===== config.mk =====
export PLATFORM = sky130hd
export DESIGN_NAME = dff_pipe_ift
export DESIGN_NICKNAME = d
export VERILOG_FILES = /design/src/rtl/ift_pkg.sv /design/src/rtl/ift_dff_stage.sv /design/src/rtl/dff_pipe_ift.sv
export SDC_FILE = /design/constraint.sdc
export NUM_CORES = 1
export LEC_CHECK = 0
export BUFFER_PORTS_ARGS = -buffer_cell sky130_fd_sc_hd__buf_4
export CAP_MARGIN = 30
export CORE_AREA = 8 8 124 126
export DETAILED_ROUTE_END_ITERATION = 16
export DIE_AREA = 0 0 132 134
export PLACE_DENSITY_LB_ADDON = 0.12
export SYNTH_ARGS = -nofsm -noshare
export SYNTH_HDL_FRONTEND = slang
export SYNTH_SLANG_ARGS = --single-unit

===== constraint.sdc =====
create_clock -name CLK -period 1.68 [get_ports CLK]
set_input_delay 0.252 -clock CLK [delete_from_list [all_inputs] [get_ports CLK]]
set_output_delay 0.252 -clock CLK [all_outputs]
set_load 0.01 [all_outputs]

===== src/rtl/ift_pkg.sv =====
// ift_pkg: shared definitions for the information-flow-tracking primitives.
//   TW_DEFAULT  : default taint label width
//   taint_t     : label type at the default width
//   TAINT_CLEAN : the all-clear label
//   taint_or2/3 : label combination (bitwise OR) at the default width
package ift_pkg;

  localparam int TW_DEFAULT = 32;

  typedef logic [TW_DEFAULT-1:0] taint_t;

  localparam taint_t TAINT_CLEAN = '0;

  function automatic taint_t taint_or2(input taint_t a, input taint_t b);
    return a | b;
  endfunction

  function automatic taint_t taint_or3(input taint_t a, input taint_t b, input taint_t c);
    return a | b | c;
  endfunction

endpackage


===== src/rtl/ift_dff_stage.sv =====
// ift_dff_stage: one tainted register stage (data, valid, label).
//   clk_i     : clock, rising edge
//   rst_n_i   : synchronous active-low reset
//   rst_t_i   : label loaded on reset (clock label | reset label)
//   en_i      : advance enable
//   ctl_t_i   : combined label of every control that can steer this stage
//   d_i/v_i/t_i : upstream data, valid and label
//   d_o/v_o/t_o : registered data, valid and label
module ift_dff_stage #(
  parameter int WIDTH = 2,
  parameter int TW    = ift_pkg::TW_DEFAULT
) (
  input  logic             clk_i,
  input  logic             rst_n_i,
  input  logic [TW-1:0]    rst_t_i,
  input  logic             en_i,
  input  logic [TW-1:0]    ctl_t_i,
  input  logic [WIDTH-1:0] d_i,
  input  logic             v_i,
  input  logic [TW-1:0]    t_i,
  output logic [WIDTH-1:0] d_o,
  output logic             v_o,
  output logic [TW-1:0]    t_o
);

  logic [WIDTH-1:0] d_q, d_d;
  logic             v_q, v_d;
  logic [TW-1:0]    t_q, t_d;

  // A hold is as much a decision of EN as an advance is, so the control
  // label is folded into the stored label on both paths.
  always_comb begin
    d_d = d_q;
    v_d = v_q;
    t_d = t_q | ctl_t_i;
    if (en_i) begin
      d_d = d_i;
      v_d = v_i;
      t_d = t_i | ctl_t_i;
    end
  end

  always_ff @(posedge clk_i) begin
    if (!rst_n_i) begin
      d_q <= '0;
      v_q <= 1'b0;
      t_q <= rst_t_i;
    end else begin
      d_q <= d_d;
      v_q <= v_d;
      t_q <= t_d;
    end
  end

  assign d_o = d_q;
  assign v_o = v_q;
  assign t_o = t_q;

endmodule


===== src/rtl/dff_pipe_ift.sv =====
// dff_pipe_ift: DEPTH-stage WIDTH-bit register pipeline with enable, valid
// flag and per-stage taint labels for information-flow tracking.
//   CLK, CLK_t        : clock and its label
//   RST_N, RST_N_t    : synchronous active-low reset and its label
//   EN, EN_t          : advance enable and its label
//   D, VLD_IN, D_t    : input word, valid qualifier, shared label
//   Q, VLD_OUT, Q_t   : last-stage word, valid and label (all registered)
//   TAINT_SEEN        : sticky flag, Q_t has been nonzero since reset
module dff_pipe_ift #(
  parameter int WIDTH = 2,
  parameter int DEPTH = 3,
  parameter int TW    = ift_pkg::TW_DEFAULT
) (
  input  logic             CLK,
  input  logic [TW-1:0]    CLK_t,
  input  logic             RST_N,
  input  logic [TW-1:0]    RST_N_t,
  input  logic             EN,
  input  logic [TW-1:0]    EN_t,
  input  logic [WIDTH-1:0] D,
  input  logic             VLD_IN,
  input  logic [TW-1:0]    D_t,
  output logic [WIDTH-1:0] Q,
  output logic             VLD_OUT,
  output logic [TW-1:0]    Q_t,
  output logic             TAINT_SEEN
);

  logic [TW-1:0] ctl_t;
  logic [TW-1:0] rst_t;

  assign ctl_t = CLK_t | RST_N_t | EN_t;
  assign rst_t = CLK_t | RST_N_t;

  // Index 0 is the pipeline input; index k+1 is the output of stage k.
  logic [DEPTH:0][WIDTH-1:0] chain_d;
  logic [DEPTH:0]            chain_v;
  logic [DEPTH:0][TW-1:0]    chain_t;

  assign chain_d[0] = D;
  assign chain_v[0] = VLD_IN;
  assign chain_t[0] = D_t;

  for (genvar k = 0; k < DEPTH; k++) begin : g_stage
    ift_dff_stage #(
      .WIDTH (WIDTH),
      .TW    (TW)
    ) u_stage (
      .clk_i   (CLK),
      .rst_n_i (RST_N),
      .rst_t_i (rst_t),
      .en_i    (EN),
      .ctl_t_i (ctl_t),
      .d_i     (chain_d[k]),
      .v_i     (chain_v[k]),
      .t_i     (chain_t[k]),
      .d_o     (chain_d[k+1]),
      .v_o     (chain_v[k+1]),
      .t_o     (chain_t[k+1])
    );
  end

  assign Q       = chain_d[DEPTH];
  assign VLD_OUT = chain_v[DEPTH];
  assign Q_t     = chain_t[DEPTH];

  // Sticky flag watches the registered output label, so it rises one edge
  // after Q_t first goes nonzero; reset wins over a coincident set.
  logic seen_q, seen_d;

  always_comb begin
    seen_d = seen_q | (|Q_t);
  end

  always_ff @(posedge CLK) begin
    if (!RST_N) seen_q <= 1'b0;
    else        seen_q <= seen_d;
  end

  assign TAINT_SEEN = seen_q;

endmodule


==> metrics.cfg, run 1 <==
[final_layout]
fin_nets = 777
most-common-layout-cells = buf_4, dfxtp_1, nand2_1
antenna-diode-count = 0
num-fill-cells = 1279
final_common_cell = buf_4
synthToLayoutAreaGrowth_pct = 30.4
drive_above_1_share_pct = 44.4

[logic_synthesis]
avgSynthCellArea_um2 = 9.63
synth-adder-area-share_pct = 0
ys_warn_count = 0
seq_area_frac_synth_pct = 43.0
synth_top_family_by_area = multiplexers
synth.top_cell.area_share_pct = 43.0
synth_top_cell_by_area = dfxtp_1
synth_cells = 513
muxShareOfSynthArea_pct = 26.8
synth_compound_area_share_pct = 9.90
synth_area_leaders = dfxtp_1, mux2_2, mux2_4
yosysUniqueCellTypes = 17
synth-seq-cells = 106
syn_area_um2 = 4940
synth-xor-area-share_pct = 0
syn_nets = 647
synth-simple-area-share_pct = 12.2

[clocking]
cts_root_buf = clkbuf_16
clockBufferDepth = 2
cts_tree = done
cts_buffers = 9
cts_resized = 0
hold_buffers = 0
clkLatencyLatePin_ns = 0.35
clock_sinks = 106
post_cts_buffers = 0
cts.clk_slew.worst_paths_ns = 0.07
cts-htree-levels = 3

[setup_path]
crit_required_ns = 1.92
path_cells = nor4_1 -> nand4_1 -> o31a_1
reg2reg_slack_ns = 0.30
crit_path_end_kind = register
slowest_delay_ns = 0.46
cp_data_arrival_time_ns = 1.62
rr_startpoint = g_stage[2].u_stage.t_o[9]$_DFF_P_
start_kind = register
r2r_cells = 3
critical-path-slowest-cell = nor4_1
critPathKind = register to register
critical_path.max_fanout = 3
r2r-end = TAINT_SEEN$_SDFF_PN0_

[floorplanning]
fp.coreArea_um2 = 13500
start_util_pct = 36.6
die_w_um = 132
die-area_um2 = 17700
placementRows = 43
fp.dieH_um = 134
io_pins = 170

[sta]
setup_slack_ns = 0.302
clock.fmax_mhz = 726
relSlewSlack_pct = 68.6
min_period_over_period_pct = 82.0
clock_skew_ns = 0.00408
worstMarginPinSlew_ns = 0.467
hold_viol_final = 0
drv_slew = 0
finalSetupViolCount = 0
fin_crit_ns = 1.38
rsz0062_at_grt = no
setup_tns_ns = 0

[outcome]
status = complete, no violations

[power]
peakVddDrop_mv = 0.435
p_leak_nw = 2.73
p_per_area_nw_per_um2 = 898

[grt]
grt_pass1_vias = 3933
grt_max_degree = 107
overflow = 0
grt_usage_pct = 13.8
grt_pass1_wl_um = 19900
antenna_found_initial = 0

[detailed_routing]
drtIter0Drc = 170
drc = 0
vias = 3847
first_pass_iters = 4
avgViaCountPerCell = 4.65
ant_nets = 0
wl_per_cell_um = 14.7
wl_um = 12200

[placement]
io_buffers = 169
gp_congestion = 0.748
dp_hpwl_um = 9080
post-place-ws_ns = 0.193

[min_path]
min_delay_path_depth = 3
worstHoldStart = CLK_t[9]
hp-class = input port to register
min_to = g_stage[0].u_stage.t_o[9]$_DFF_P_

[run]
drv_cap = 0

## stage by stage
| stage | util [%] | power (mW) | hold WS, ns | cells | cell area [um2] |
|---|---|---|---|---|---|
| finish | 47.7 | 5.79 | 0.102 | 828 | 6440 |
| global route | 47.7 | 6.06 | 0.103 | 828 | 6440 |
| CTS | 47.7 | 5.89 | 0.0878 | 828 | 6440 |
| detailed placement | 45.3 | 3.59 | 0.458 | 812 | 6120 |
| global placement | 45.3 | 3.57 | 0.456 | 812 | 6120 |
| floorplan | - | 3.23 | 0.361 | 513 | 4940 |
## power breakdown
group	internal [mW]	switching, mW	total, mW
clock network	1.34	0.928	2.26
logic	0.501	0.320	0.821
registers	2.63	0.0706	2.70
total	4.47	1.32	5.79
## cell usage after synthesis (all sizes together)
cell type / number
nand2: 96
clkbuf: 11
mux2i: 9
nor2: 33
o31a: 1
nor2b: 9
nand4: 2
buf: 46
or3: 1
dfxtp: 106
mux2: 96
o21ai: 96
nor4: 7
## logic make-up (layout without fill, tap and decap cells)
kind of cell	count (synthesis)	after routing
AO/OA/AOI/OAI	97	97
buffers and inverters	57	192
flip-flops	106	106
multiplexers	105	105
AND/OR/NAND/NOR	148	148
## flip-flops by register name (all words and copies together), names as in the netlist
name                 count
g_stage.u_stage.v_o      3
g_stage.u_stage.d_o      6
TAINT_SEEN               1
g_stage.u_stage.t_o     96
## metal layers
metal	track usage [%]	routed length, um	vias up
li1	-	-	1985
met1	16.9	5550	1750
met2	22.6	5760	99
met3	3.66	643	13
met4	5.93	210	0
met5	0	0	-
## worst max-delay path: cells and delay by family (launching register included)
kind / cells / cell delay, ns
simple gates: 2 / 0.66
flops: 1 / 0.33
compound gates: 1 / 0.28
## how the worst max path moves through the flow
stage	from	endpoint	depth (start not counted)
floorplan	EN	g_stage[1].u_stage.t_o[21]$_DFF_P_	6
global placement	g_stage[2].u_stage.t_o[23]$_DFF_P_	TAINT_SEEN$_SDFF_PN0_	4
detailed placement	EN	g_stage[0].u_stage.t_o[4]$_DFF_P_	5
CTS	g_stage[2].u_stage.t_o[23]$_DFF_P_	TAINT_SEEN$_SDFF_PN0_	4
global route	g_stage[2].u_stage.t_o[23]$_DFF_P_	TAINT_SEEN$_SDFF_PN0_	4
finish	g_stage[2].u_stage.t_o[9]$_DFF_P_	TAINT_SEEN$_SDFF_PN0_	3
## area by class of cell
type	instances	area [um2]	area share, %
clock buffer	10	239	3.71
multi-input combinational	350	2420	37.5
clock inverter	6	80.1	1.24
timing repair buffer	176	1360	21.1
tap	180	225	3.50
sequential	106	2120	32.9
Note: power is estimated with default switching activity, not from simulation.
==> run 2, diff against run 1 <==
==> constraint.sdc (replaced) <==
create_clock -name CLK -period 1.3 [get_ports CLK]
set_input_delay 0.195 -clock CLK [delete_from_list [all_inputs] [get_ports CLK]]
set_output_delay 0.195 -clock CLK [all_outputs]
set_load 0.01 [all_outputs]
==> run 2 against run 1 <==
Net effect: non-clock buffer count up 4; via count up 1.3%; critical path type unchanged; first-iteration DRC count down 7.6%; largest cell class unchanged; die area unchanged; sequential share of layout area down 0.53 points.
==> metrics.cfg, run 2 (synthesis results as in run 1) <==
[clocking]
cts-htree-levels = 3
clkLatencyLatePin_ns = 0.35
clock_sinks = 106
cts_buffers = 9
cts.clk_slew.worst_paths_ns = 0.07
cts_tree = done
cts_root_buf = clkbuf_16
clockBufferDepth = 2

[grt]
grt_pass1_vias = 4034
use_met3_pct = 3.78
use_met1_pct = 16.9
grt_pass1_wl_um = 20200
grt_max_degree = 46
overflow = 0
use_met2_pct = 22.9
grt.busiest_layer = met2
grt_usage_pct = 13.9
antenna_found_initial = 0

[floorplanning]
fp.dieH_um = 134
placementRows = 43
start_util_pct = 36.6
die_w_um = 132
die-area_um2 = 17700
io_pins = 170
fp.coreArea_um2 = 13500

[final_layout]
synthToLayoutAreaGrowth_pct = 32.9
final_common_cell = buf_4
most-common-layout-cells = buf_4, dfxtp_1, nand2_1
largest_register_ffs = 96
drive_above_1_share_pct = 46.2
antenna-diode-count = 0
layout.cells.non_filler = 832
fin_nets = 781

[sta]
setup_slack_ns = 0.0452
hold_viol_final = 0
min_period_over_period_pct = 96.5
fin_crit_ns = 1.25
worstMarginPinSlew_ns = 0.312
relSlewSlack_pct = 79.0
holdWs_ns = 0.0413
clock_skew_ns = 0.00600
finalSetupViolCount = 0
clock.fmax_mhz = 797
rsz0062_at_grt = yes
drv_slew = 0

[setup_path]
start_kind = register
critical_path.max_fanout = 3
critPathKind = register to register
crit_required_ns = 1.54
critical-path-slowest-cell = dfxtp_1
path_cells = nor4_4 -> nand4_1 -> o31a_1
slowest_delay_ns = 0.36
cp_data_arrival_time_ns = 1.49
crit_family = simple AND/OR/NAND/NOR gates
critPathBufInv = 0
crit_path_end_kind = register

[placement]
placed_cells_incl_taps = 816
post-place-ws_ns = -0.147
io_buffers = 169
gp_congestion = 0.729
dp_hpwl_um = 9470

[detailed_routing]
ant_nets = 0
first_pass_iters = 4
drtIter0Drc = 157
drc = 0
wl_per_cell_um = 14.7
vias = 3896
avgViaCountPerCell = 4.68
wl_um = 12200

[power]
peakVddDrop_mv = 0.507
p_leak_nw = 2.78
p_per_area_nw_per_um2 = 1120

[outcome]
status = complete, no violations

[min_path]
hp-class = input port to register

[run]
drv_cap = 0

-- run 2: stage by stage --
step	util [%]	cell area [um2]	TNS, ns	total power [mW]
after CTS	48.5	6550	0	7.48
after global placement	45.8	6190	-0.162	4.63
after floorplan	-	4940	0	4.18
after detailed placement	45.8	6190	-0.270	4.66
after global routing	48.6	6560	-0.0384	7.71
final	48.6	6560	0	7.37
-- run 2: cell type report --
| cell class | count | area (um2) |
|---|---|---|
| fill | 1298 | 6940 |
| multi-input combinational | 350 | 2480 |
| sequential | 106 | 2130 |
| timing repair buffer | 180 | 1430 |
| clock buffer | 9 | 225 |
| tap | 180 | 225 |
| clock inverter | 7 | 76.3 |
-- run 2: power breakdown --
part	total (mW)	internal, mW	leakage [nW]	switching [mW]
combinational	1.09	0.666	1.76	0.419
sequential	3.50	3.40	0.874	0.104
clock	2.78	1.51	0.143	1.27
total	7.37	5.58	2.78	1.79
-- run 2: tightest hold or removal path, delay by kind of cell --
kind	cells	cell delay, ns
simple gates	2	0.10
buf+inv	1	0.08
-- run 2: per-layer routing --
metal / vias up / part of all wire, % / wire length [um]
li1: 1995 / - / -
met1: 1782 / 45 / 5500
met2: 106 / 48 / 5890
met3: 13 / 5.4 / 667
met4: 0 / 1.5 / 185
met5: - / 0 / 0
-- run 2: what timing repair did --
item / CTS / global route
resized for setup: 10 / 3
setup endpoints to repair: 1 / 1
hold buffers: 0 / 0
pin swaps: 2 / 2
gates cloned: 0 / 0
setup buffers: 0 / 0
-- run 2: final timing paths --
path	cells past startpoint	end	slack [ns]	from
worst max-delay path	3	TAINT_SEEN$_SDFF_PN0_	0.05	g_stage[2].u_stage.t_o[0]$_DFF_P_
worst min-delay path	3	g_stage[1].u_stage.t_o[7]$_DFF_P_	0.04	CLK_t[7]
worst max register to register	3	TAINT_SEEN$_SDFF_PN0_	0.05	g_stage[2].u_stage.t_o[0]$_DFF_P_
worst min register to register	2	g_stage[1].u_stage.d_o[1]$_SDFFE_PN0P_	0.53	g_stage[1].u_stage.d_o[1]$_SDFFE_PN0P_
